===== src/rtl/grammer_pkg.sv =====
// rtl/grammer_pkg.sv - shared types and constants for the grammer_reader slice
package grammer_pkg;

    localparam int DATA_W = 32;
    localparam int DEPTH  = 4;

    localparam logic [7:0] PH_QUARTER_LO = 8'h80;
    localparam logic [7:0] PH_ZERO_LO    = 8'hC0;

    typedef enum logic [1:0] {
        PH_RAW     = 2'd0,
        PH_HALF    = 2'd1,
        PH_QUARTER = 2'd2,
        PH_ZERO    = 2'd3
    } phase_e;

    typedef struct packed {
        logic [DATA_W-1:0] data;
        phase_e            phase;
        logic              lossy;
        logic              err;
    } entry_t;

endpackage


===== src/rtl/grammer_phase_decode.sv =====
// rtl/grammer_phase_decode.sv - combinational phase classification and unscaling of one producer word
module grammer_phase_decode #(
    parameter int DATA_W = 32
) (
    input  logic [7:0]        in_cnt,
    input  logic [DATA_W-1:0] in_data,
    output logic [DATA_W-1:0] dec_data,
    output logic [1:0]        dec_phase,
    output logic              dec_lossy,
    output logic              dec_err
);
    import grammer_pkg::*;

    phase_e phase;

    // The producer scaled down by its phase; shifting back loses the bits it dropped.
    always_comb begin
        phase     = PH_RAW;
        dec_data  = in_data;
        dec_lossy = 1'b0;
        dec_err   = 1'b0;
        if (in_cnt == 8'h00) begin
            phase = PH_RAW;
        end else if (in_cnt < PH_QUARTER_LO) begin
            phase     = PH_HALF;
            dec_data  = in_data << 1;
            dec_lossy = 1'b1;
            dec_err   = in_data[DATA_W-1];
        end else if (in_cnt < PH_ZERO_LO) begin
            phase     = PH_QUARTER;
            dec_data  = in_data << 2;
            dec_lossy = 1'b1;
            dec_err   = |in_data[DATA_W-1 -: 2];
        end else begin
            phase     = PH_ZERO;
            dec_data  = '0;
            dec_lossy = 1'b1;
            dec_err   = (in_data != '0);
        end
    end

    assign dec_phase = phase;

endmodule


===== src/rtl/grammer_reader.sv =====
// rtl/grammer_reader.sv - decodes producer words and buffers them in a small circular array
module grammer_reader #(
    parameter int DATA_W = 32,
    parameter int DEPTH  = 4
) (
    input  logic              clk,
    input  logic              reset,
    input  logic              in_valid,
    output logic              in_ready,
    input  logic [DATA_W-1:0] in_data,
    input  logic [7:0]        in_cnt,
    output logic              out_valid,
    input  logic              out_ready,
    output logic [DATA_W-1:0] out_data,
    output logic [1:0]        out_phase,
    output logic              out_lossy,
    output logic              out_err,
    output logic [2:0]        level,
    output logic              overflow
);
    import grammer_pkg::*;

    localparam int IDX_W = $clog2(DEPTH);
    localparam int PTR_W = IDX_W + 1;

    logic [PTR_W-1:0]  wr_ptr_q, wr_ptr_d;
    logic [PTR_W-1:0]  rd_ptr_q, rd_ptr_d;
    logic              overflow_q, overflow_d;
    entry_t            mem_q [DEPTH];
    entry_t            dec_entry;
    entry_t            head;
    logic [DATA_W-1:0] dec_data;
    logic [1:0]        dec_phase;
    logic              dec_lossy;
    logic              dec_err;
    logic              full, empty, push, pop;

    grammer_phase_decode #(.DATA_W(DATA_W)) u_decode (
        .in_cnt    (in_cnt),
        .in_data   (in_data),
        .dec_data  (dec_data),
        .dec_phase (dec_phase),
        .dec_lossy (dec_lossy),
        .dec_err   (dec_err)
    );

    assign dec_entry.data  = dec_data;
    assign dec_entry.phase = phase_e'(dec_phase);
    assign dec_entry.lossy = dec_lossy;
    assign dec_entry.err   = dec_err;

    // The extra wrap bit distinguishes full from empty when the index bits match.
    assign full  = (wr_ptr_q[IDX_W-1:0] == rd_ptr_q[IDX_W-1:0]) &&
                   (wr_ptr_q[IDX_W] != rd_ptr_q[IDX_W]);
    assign empty = (wr_ptr_q == rd_ptr_q);

    assign in_ready  = !full;
    assign out_valid = !empty;
    assign push      = in_valid && in_ready;
    assign pop       = out_valid && out_ready;

    always_comb begin
        wr_ptr_d   = wr_ptr_q + PTR_W'(push);
        rd_ptr_d   = rd_ptr_q + PTR_W'(pop);
        overflow_d = overflow_q || (in_valid && !in_ready);
    end

    always_ff @(posedge clk or negedge reset) begin
        if (!reset) begin
            wr_ptr_q   <= '0;
            rd_ptr_q   <= '0;
            overflow_q <= 1'b0;
        end else begin
            wr_ptr_q   <= wr_ptr_d;
            rd_ptr_q   <= rd_ptr_d;
            overflow_q <= overflow_d;
        end
    end

    // Only entry 0 is cleared so the head reads as zero straight out of reset.
    always_ff @(posedge clk or negedge reset) begin
        if (!reset) begin
            mem_q[0] <= '0;
        end else if (push) begin
            mem_q[wr_ptr_q[IDX_W-1:0]] <= dec_entry;
        end
    end

    assign head      = mem_q[rd_ptr_q[IDX_W-1:0]];
    assign out_data  = head.data;
    assign out_phase = head.phase;
    assign out_lossy = head.lossy;
    assign out_err   = head.err;
    assign level     = 3'(wr_ptr_q - rd_ptr_q);
    assign overflow  = overflow_q;

endmodule

===== config.mk =====
export PLATFORM = sky130hd
export DESIGN_NAME = grammer_reader
export DESIGN_NICKNAME = d
export VERILOG_FILES = /design/src/rtl/grammer_pkg.sv /design/src/rtl/grammer_phase_decode.sv /design/src/rtl/grammer_reader.sv
export SDC_FILE = /design/constraint.sdc
export NUM_CORES = 1
export LEC_CHECK = 0
export CAP_MARGIN = 20
export CORE_AREA = 5 5 191 119
export CTS_CLUSTER_DIAMETER = 120
export CTS_CLUSTER_SIZE = 40
export DETAILED_ROUTE_END_ITERATION = 8
export DIE_AREA = 0 0 196 124
export SYNTH_ARGS = -nofsm -noshare
export SYNTH_HDL_FRONTEND = slang
export SYNTH_SLANG_ARGS = --single-unit

===== constraint.sdc =====
create_clock -name clk -period 3 [get_ports clk]
set_input_delay 0.6 -clock clk [delete_from_list [all_inputs] [get_ports clk]]
set_output_delay 0.6 -clock clk [all_outputs]
set_load 0.05 [all_outputs]

* After elaboration in Yosys (flattened, before gate mapping)
Index checks and enable logic that the tools add are counted.
** Cells by class
- Add/subtract/negate cells :: 3
- $lt $le $gt $ge :: 5
- Equality and inequality tests :: 3
- Mux-type cells :: 16
- Bitwise gates (word level) :: 2
- Reductions and logical operators :: 12
** Operator list (number)
- 144-bit bitwise mux :: 1
- 36-bit 2-to-1 mux :: 3
- 32-bit 2-to-1 mux :: 3
- 36-bit binary-select mux with 2-bit select :: 1
- 36-bit demux with 2-bit select :: 1
- 32-bit nonzero test :: 1
- 8-bit < comparator, second input constant :: 2
- 8-bit zero test :: 1
- 3-bit by 1-bit adder with 3-bit output :: 2
- 3-bit greater-or-equal comparator, second input constant :: 2
- 2-bit inverter with 3-bit output :: 2
- 1-bit logical AND :: 5
- 1-bit 2-to-1 mux :: 5
- 2-bit 2-to-1 mux :: 2
- 3-bit == test :: 1
- 3-bit by 1-bit < comparator with 1-bit output, second input constant :: 1
- 3-bit subtractor :: 1
- 2-bit == test :: 1
- 1-bit zero test :: 2
- 2-bit AND reduction :: 1
- 2-bit OR reduction :: 1
- 1-bit logical OR :: 1
- 1-bit inequality test :: 1
** Storage, ports and cells
- Register bits :: 151
- Input bits :: 44
- Output and inout bits :: 42
- Logic and storage cells :: 60

* Depth between registers and ports, before layout
Gate-level depths: netlist of run 1.
- Depth in word-level cells :: 6
- Mapped depth :: 11

* Cells and area by module
From an unflattened synthesis of run 1, not the netlist that was laid out.
** Second synthesis, totals
- Cells, all modules :: 421
- Area, all modules :: 6824.0 sq um
** By module, submodules not included
- grammer_reader :: instances 1, cells each 262, area each 5962.0 sq um, sequential area each 4319.1 sq um
- grammer_phase_decode :: instances 1, cells each 159, area each 862.1 sq um, sequential area each 0.0 sq um

* Least setup slack after synthesis of run 1
No wires, ideal clock.
- Path type :: register -> register
- Start point :: reg rd_ptr_q[1]
- End point :: reg mem_q[100] in the netlist's numbering, enable pin
- Data arrival time :: 2.928 ns
- Required time :: 2.603 ns
- Slack :: -0.325 ns
- Cell stages (with the launch flop) :: 10
- Path buffers :: 2
- Period minus slack after synthesis :: 3.325 ns
- Cell sequence :: dfrtp_1 -> buf_2 -> buf_1 -> inv_1 -> ha_1 -> nand2_1 -> nor2_1 -> inv_1 -> and3_1 -> and3_1
** On the way
- Longest elaborated chain between the ends :: 5
** Ends and longest elaborated chain
- start: declaration :: line grammer_reader.sv:27 : logic [PTR_W-1:0] rd_ptr_q, rd_ptr_d;
- start signal: assignment :: line grammer_reader.sv:75 : rd_ptr_q <= rd_ptr_d;
- 2-bit == test :: line grammer_reader.sv:53 : assign full = (wr_ptr_q[IDX_W-1:0] == rd_ptr_q[IDX_W-1:0]) &&
- 1-bit logical AND :: line grammer_reader.sv:53
- 1-bit zero test :: line grammer_reader.sv:57 : assign in_ready = !full;
- named net in_ready :: line grammer_reader.sv:9 : output logic in_ready,
- 1-bit logical AND :: line grammer_reader.sv:59 : assign push = in_valid && in_ready;
- 2-bit AND reduction (no line)
- end signal: indexed assignment :: line grammer_reader.sv:85 : mem_q[wr_ptr_q[IDX_W-1:0]] <= dec_entry;
- end: declaration :: line grammer_reader.sv:29 : entry_t mem_q [DEPTH];
The timed path passes the listed nets, and every way through them passes these cells.
A chain may end at the register's enable or synchronous reset.

* Worst setup path after layout of run 1
- Start point :: reg rd_ptr_q[1]
- End point :: out out_data[12]
** On the way
- Longest elaborated chain between the ends :: 4
** Ends and longest elaborated chain
- 2-bit inverter with 3-bit output (implied by the code) :: line grammer_reader.sv:89 : assign head = mem_q[rd_ptr_q[IDX_W-1:0]];
- 36-bit binary-select mux with 2-bit select :: line grammer_reader.sv:89
- 36-bit 2-to-1 mux (implied by the code) (2 in series) :: line grammer_reader.sv:89
- end: declaration :: line grammer_reader.sv:14 : output logic [DATA_W-1:0] out_data,
No other way between the ends. The select of a mux whose other input is x is not followed.

==> results.toml, run 1 <==
[critical_path]
critical_path_class = "reg2out"
reg2regPathDepth = 8
r2r_slack_ns = 0.63
max_stage_delay_ns = 0.53
reg2reg_to = "mem_q[58]"
crit_chain = "buf_4, mux4_2, buf_12"
critPathBufInv = 2
crit_path_top_delay_cell = "buf_4"
crit_cells = 3
cp-start-kind = "flip-flop"
required_ns = 2.40
worst_setup_path_end_kind = "primary output"
path_delay_family = "buffers and inverters"
crit_arrival_ns = 2.06
crit_fanout = 37
r2r-start = "wr_ptr_q[0]"

[global_route]
antenna_found_initial = 0
overflow = 0
grt_first_pass_wirelength_mm = 25.8
grt_usage_pct = 14.3
grt_max_degree = 44
first_global_vias = 4318

[layout]
drive_above_1_share_pct = 29.3
syn_to_final_growth_pct = 32.0
fin_cells = 811
num_antenna_cells = 0
layout.nets = 570

[timing]
final.period_utilization_pct = 88.6
max_freq_mhz = 376
finClkSkew_ns = 0.0112
setup_slack_ns = 0.342
slew_headroom_pct = 55.2
finalSetupViolCount = 0
final.setup.tns_ns = 0
whs_ns = 0.306
timing_max_transition_violations_final = 0
hold_violations = 0
rsz0062_at_grt = "no"
worst_slew_pin_slew_ns = 0.671
fin_crit_ns = 2.66

[detailed_routing]
viasPerCell = 5.08
drc = 0
vias = 4120
drt_iter0_drc = 373
wl_per_cell_microns = 20.2
wirelength_mm = 16.4
postRouteAntennaNets = 0
drtPass1Iterations = 4

[die]
die_area_sq_mm = 0.0243
coreArea_sq_mm = 0.0207
chipWidth_microns = 196
io_pins = 86
die_y_microns = 124
initial_utilization_pct = 32.5
row_count = 41

[yosys]
synth_area_sq_mm = 0.00674
synth.ff_latch_count = 151
yosysTopAreaCell = "edfxtp_1"
ys_seq_area_share_pct = 64.1
synth_top_area_share_pct = 48.1
ys_top_cells_by_area = "edfxtp_1 (48%), dfrtp_1 (16%), mux4_2 (12%), a221oi_1 (3.6%), nor2_1 (3.6%)"
yosys_warnings = 0
postSynthAreaPerCell_sq_um = 15.6
syn_inst = 431
yosys.cell_types.count = 36
synthesis.nets = 482

[clock_tree]
cts-root-buf = "clkbuf_16"
htree_num_levels = 4
cts_max_path_buffers = 2
cts_hold_buf = 0
post_cts_buffers = 0
cts_tree = "built"
clock_sinks = 151
cts_resized = 0
worstSkewPairLatency_ns = 0.43
path_clk_slew_ns = 0.06
numCtsBuffers = 17

[placed_design]
dp_hpwl_mm = 10.9
port_buffers = 85
place_ws_ns = 0.276
place_inst = 779
gp_congestion = 0.792

[worst_hold_path]
hold_path_class = "in2async"

[power_and_ir_drop]
vdd_drop_max_mv = 0.807
power_density_mw_per_mm2 = 1190
p_leak_nw = 3.26

[run_status]
outcome = "completed"

[job]
cap_viol_max_count = 0
==> flip-flops by register name, summed over array words and instances, names as in the netlist <==
| register | cells |
|---|---|
| mem_q | 144 |
| overflow | 1 |
| rd_ptr_q | 3 |
| wr_ptr_q | 3 |
==> cells in the mapped netlist <==
library cell  number
buf_1              1
o31ai_1           14
nor4_2             2
buf_4              2
xnor2_2            1
a221oi_2           2
buf_8              1
edfxtp_1         108
nand4_1            2
mux2_2             2
xor2_1             2
mux4_2            36
nor4_1             7
o31ai_2           17
nor2_2             3
nand3_1            2
o21ai_0            4
xnor2_1            1
nand2_1           36
o2111ai_2          1
nor2_1            65
fa_1               1
inv_2              2
buf_6              6
inv_1              6
or4_1              1
and2_1             3
a221oi_1          28
buf_12             2
a21o_1             1
and3_1             5
buf_2             14
dfrtp_1           43
mux2_1             1
ha_1               6
clkbuf_1           3
==> logic make-up after synthesis <==
group	share of synthesized area [%]
AO/OA/AOI/OAI	9.44
XOR/XNOR	0.632
adder cells (fa/ha/maj)	1.41
buffers and inverters	3.75
flip-flops	64.1
multiplexers	12.5
AND/OR/NAND/NOR	8.12
==> worst max-delay path by stage <==
stage                startpoint            to  slack, ns
finish              rd_ptr_q[1]  out_data[12]       0.34
global route        rd_ptr_q[1]   out_data[9]       0.24
CTS                 rd_ptr_q[1]   out_data[9]       0.31
detailed placement    in_cnt[6]    mem_q[113]       0.28
global placement     in_data[8]     mem_q[72]       0.34
floorplan           rd_ptr_q[1]      mem_q[0]       0.05
==> final cells by class <==
type | count | area (sq um)
Fill cell | 1854 | 11800
Sequential cell | 151 | 4320
Multi-Input combinational cell | 243 | 2180
Timing Repair Buffer | 98 | 1390
Clock buffer | 24 | 502
Tap cell | 279 | 349
Clock inverter | 8 | 118
Inverter | 8 | 30.0
==> where the power goes <==
group | total, mW | switching [mW] | internal (mW)
logic | 5.49 | 3.00 | 2.48
registers | 2.88 | 0.182 | 2.69
clock network | 2.20 | 0.784 | 1.41
==> layer usage <==
metal / share of wire (%) / vias to the layer above / GRT usage [%]
li1: - / 1874 / -
met5: 0 / - / 0
met4: 1.6 / 0 / 4.66
met1: 44 / 2083 / 19.3
met2: 46 / 141 / 21.7
met3: 7.6 / 22 / 5.11
==> metrics by stage <==
step	power, mW	util, %	area [sq um]
after floorplan	5.95	-	6740
after global placement	8.42	39.9	8270
after detailed placement	8.48	39.9	8270
after CTS	10.7	42.9	8890
after global routing	11.1	42.9	8890
final	10.6	42.9	8890
==> cells in the final DEF, fill, tap and decap left out, types with 2 or more instances in the layout <==
cell type,count
a221oi_1,28
clkbuf_8,5
edfxtp_1,108
nor4_2,2
mux4_2,36
bufinv_16,3
and3_2,3
clkbuf_1,2
o31ai_1,14
clkinv_2,4
nand2_1,36
nor2_1,64
xor2_1,2
o31ai_2,17
a221oi_2,2
mux2_2,2
inv_1,6
clkdlybuf4s50_1,43
ha_1,6
and3_1,2
buf_4,10
nand3_1,2
clkbuf_16,17
nand4_1,2
and2_1,3
nor4_1,7
inv_2,2
o21ai_0,4
buf_12,44
nor2_2,4
dfrtp_1,42
==> worst reg2reg max path, delay by kind of cell (launching register included) <==
| family | cells | cell delay [ns] |
|---|---|---|
| adder cells (fa/ha/maj) | 1 | 0.34 |
| buffers and inverters | 3 | 0.50 |
| flip-flops | 1 | 0.38 |
| AND/OR/NAND/NOR | 4 | 0.84 |
No activity file was read; power rests on OpenSTA's default activity.
==> run 2, diff against run 1 <==
--- a/config.mk
+++ b/config.mk
@@ -6,11 +6,13 @@
 export NUM_CORES = 1
 export LEC_CHECK = 0
 export CAP_MARGIN = 20
-export CORE_AREA = 5 5 191 119
+export CORE_AREA = 5 5 192 120
 export CTS_CLUSTER_DIAMETER = 120
 export CTS_CLUSTER_SIZE = 40
 export DETAILED_ROUTE_END_ITERATION = 8
-export DIE_AREA = 0 0 196 124
+export DIE_AREA = 0 0 197 125
+export HOLD_SLACK_MARGIN = 0.15
 export SYNTH_ARGS = -nofsm -noshare
 export SYNTH_HDL_FRONTEND = slang
+export SYNTH_HIERARCHICAL = 1
 export SYNTH_SLANG_ARGS = --single-unit
==> run 2 against run 1 <==
Against the previous run: die area up 1.3%; utilization shrank 0.61 points; critical path depth unchanged; first-iteration DRC count fell by 11%; synthesized cell count is 2.3% lower; maximum frequency shrank 4.8%; largest cell class unchanged; highest routed layer unchanged.
==> results.toml, run 2 <==
[run_status]
outcome = "completed"

[yosys]
syn_inst = 421
synth_top_cells_by_count = "edfxtp_1 (108), a21oi_1 (60), dfrtp_1 (43), mux4_2 (36), nor2_1 (34)"
yosys.cell_types.count = 35
synthFlopType = "edfxtp_1"
yosys_warnings = 6
ys_seq_area_share_pct = 63.3
postSynthAreaPerCell_sq_um = 16.2
synth_most_common_cell = "edfxtp_1"
ys_async_sr_fraction_pct = 28.5
synthesis.nets = 472
synth_area_sq_mm = 0.00682
synth_edf_count = 108
ys_top_cells_by_area = "edfxtp_1 (48%), dfrtp_1 (16%), mux4_2 (12%), mux2_4 (6.6%), a21oi_1 (4.4%)"
yosysTopAreaCell = "edfxtp_1"
synth_top_area_share_pct = 47.5
synth.ff_latch_count = 151

[clock_tree]
numCtsBuffers = 17
path_clk_slew_ns = 0.06
cts_hold_buf = 0
clock_sinks = 151
htree_num_levels = 4
cts-root-buf = "clkbuf_16"
worstSkewPairLatency_ns = 0.41
cts_max_path_buffers = 2
cts_tree = "built"

[global_route]
antenna_found_initial = 1
grt_first_pass_wirelength_mm = 25.9
grt_max_degree = 44
first_global_vias = 4354
grt_usage_pct = 13.8
overflow = 0

[timing]
slew_headroom_pct = 54.6
timing_max_transition_violations_final = 0
finClkSkew_ns = 0.0115
fin_crit_ns = 2.79
rsz0062_at_grt = "no"
final.setup.tns_ns = 0
setup_slack_ns = 0.207
whs_ns = 0.326
max_freq_mhz = 358
worst_slew_pin_slew_ns = 0.680
finalSetupViolCount = 0
hold_violations = 0
final.period_utilization_pct = 93.1

[layout]
syn_to_final_growth_pct = 32.2
reg_top3 = "mem_q x144, rd_ptr_q x3, wr_ptr_q x3"
layout.nets = 565
fillCellCount = 1922
top_register = "mem_q"
regArea_sq_mm = 0.00432
layout_commonest_cell = "edfxtp_1"
multi_input_area_sq_mm = 0.00233
drive_above_1_share_pct = 31.7
fin_cells = 814
final_cell_mix = "edfxtp_1 (108), a21oi_1 (60), buf_12 (45), clkdlybuf4s50_1 (43), dfrtp_1 (42)"
largest_register_ffs = 144

[critical_path]
crit_chain = "buf_12, mux4_2, buf_12"
r2r-start = "wr_ptr_q[0]"
crit_path_top_delay_cell = "dfrtp_4"
path_delay_family = "flip-flops"
critical_path_class = "reg2out"
max_stage_delay_ns = 0.64
worst_setup_path_end_kind = "primary output"
critPathBufInv = 2
required_ns = 2.40
cp-start-kind = "flip-flop"
crit_fanout = 25
r2r_slack_ns = 0.66
reg2reg_to = "mem_q[20]"
crit_arrival_ns = 2.19
reg2regPathDepth = 6
cp_common_cell = "buf_12"

[detailed_routing]
viasPerCell = 4.92
wl_per_cell_microns = 20.3
drt_iter0_drc = 332
vias = 4004
drc = 0
drtPass1Iterations = 4
postRouteAntennaNets = 0
wirelength_mm = 16.6

[die]
coreArea_sq_mm = 0.0213
io_pins = 86
chipWidth_microns = 197
die_y_microns = 125
die_area_sq_mm = 0.0246
initial_utilization_pct = 32.0
row_count = 42

[job]
cap_viol_max_count = 0

[power_and_ir_drop]
power_density_mw_per_mm2 = 1180
p_leak_nw = 3.37
vdd_drop_max_mv = 1.57

[placed_design]
port_buffers = 85
gp_congestion = 0.757
place_inst = 781
dp_hpwl_mm = 10.9
place_ws_ns = 0.368

[worst_hold_path]
hold_path_class = "in2async"
## run 2: cell families (layout without fill, tap and decap cells)
logic type	count (synthesis)	count (layout)	synth area share [%]
flops	151	151	63.3
fa+ha+maj	7	7	1.39
buf+inv	33	139	3.06
other cells	0	1	0
mux	72	72	19.5
xor+xnor	4	4	0.624
simple gates	88	88	6.86
compound gates	66	66	5.30
## run 2: worst max-delay path by stage
stage	start	endpoint	slack [ns]	cells after the start
after detailed placement	in_cnt[7]	mem_q[108]	0.37	7
after global routing	rd_ptr_q[0]	out_data[16]	0.1	3
final	rd_ptr_q[0]	out_data[16]	0.21	3
after CTS	rd_ptr_q[0]	out_data[16]	0.04	3
after floorplan	rd_ptr_q[1]	mem_q[0]	0.05	7
after global placement	in_cnt[7]	mem_q[108]	0.40	7
## run 2: power breakdown
group | leakage (nW) | switching (mW) | internal [mW]
combinational | 1.59 | 2.94 | 2.72
sequential | 1.51 | 0.261 | 2.71
clock | 0.273 | 0.878 | 1.16
total | 3.37 | 4.08 | 6.59
## run 2: area by class of cell
type / count / area share [%]
Clock buffer: 17 / 4.71
Clock inverter: 15 / 1.59
Tap cell: 286 / 3.97
Timing Repair Buffer: 99 / 15.6
Multi-Input combinational cell: 237 / 25.8
Sequential cell: 151 / 47.9
Antenna cell: 1 / 0.0277
Inverter: 8 / 0.333
## run 2: repair_timing
| item | in CTS | in global routing |
|---|---|---|
| resized for setup | 0 | 1 |
| buffers inserted | 0 | 0 |
| setup endpoints to repair | 0 | 11 |
## run 2: worst reg2reg max path, delay by kind of cell, from the launching register on
kind                     cells  cell delay (ns)
flip-flops                   1             0.42
adder cells (fa/ha/maj)      1             0.32
buffers and inverters        2             0.53
AO/OA/AOI/OAI                1             0.27
AND/OR/NAND/NOR              2             0.45
## run 2: layer usage
layer	global-route usage, %	wire length, microns	vias up	part of all wire (%)
met5	0	0	-	0
met4	4.48	282	0	1.7
met3	3.44	988	20	6.0
met2	21.1	7660	109	46
met1	19.5	7630	2071	46
li1	-	-	1804	-
## run 2: through the flow
step	power [mW]	util (%)	area, sq um
after floorplan	6.18	-	6860
after global placement	8.67	39.6	8450
after detailed placement	8.75	39.6	8450
after CTS	10.8	42.3	9020
after global routing	11.1	42.3	9020
final	10.7	42.3	9020
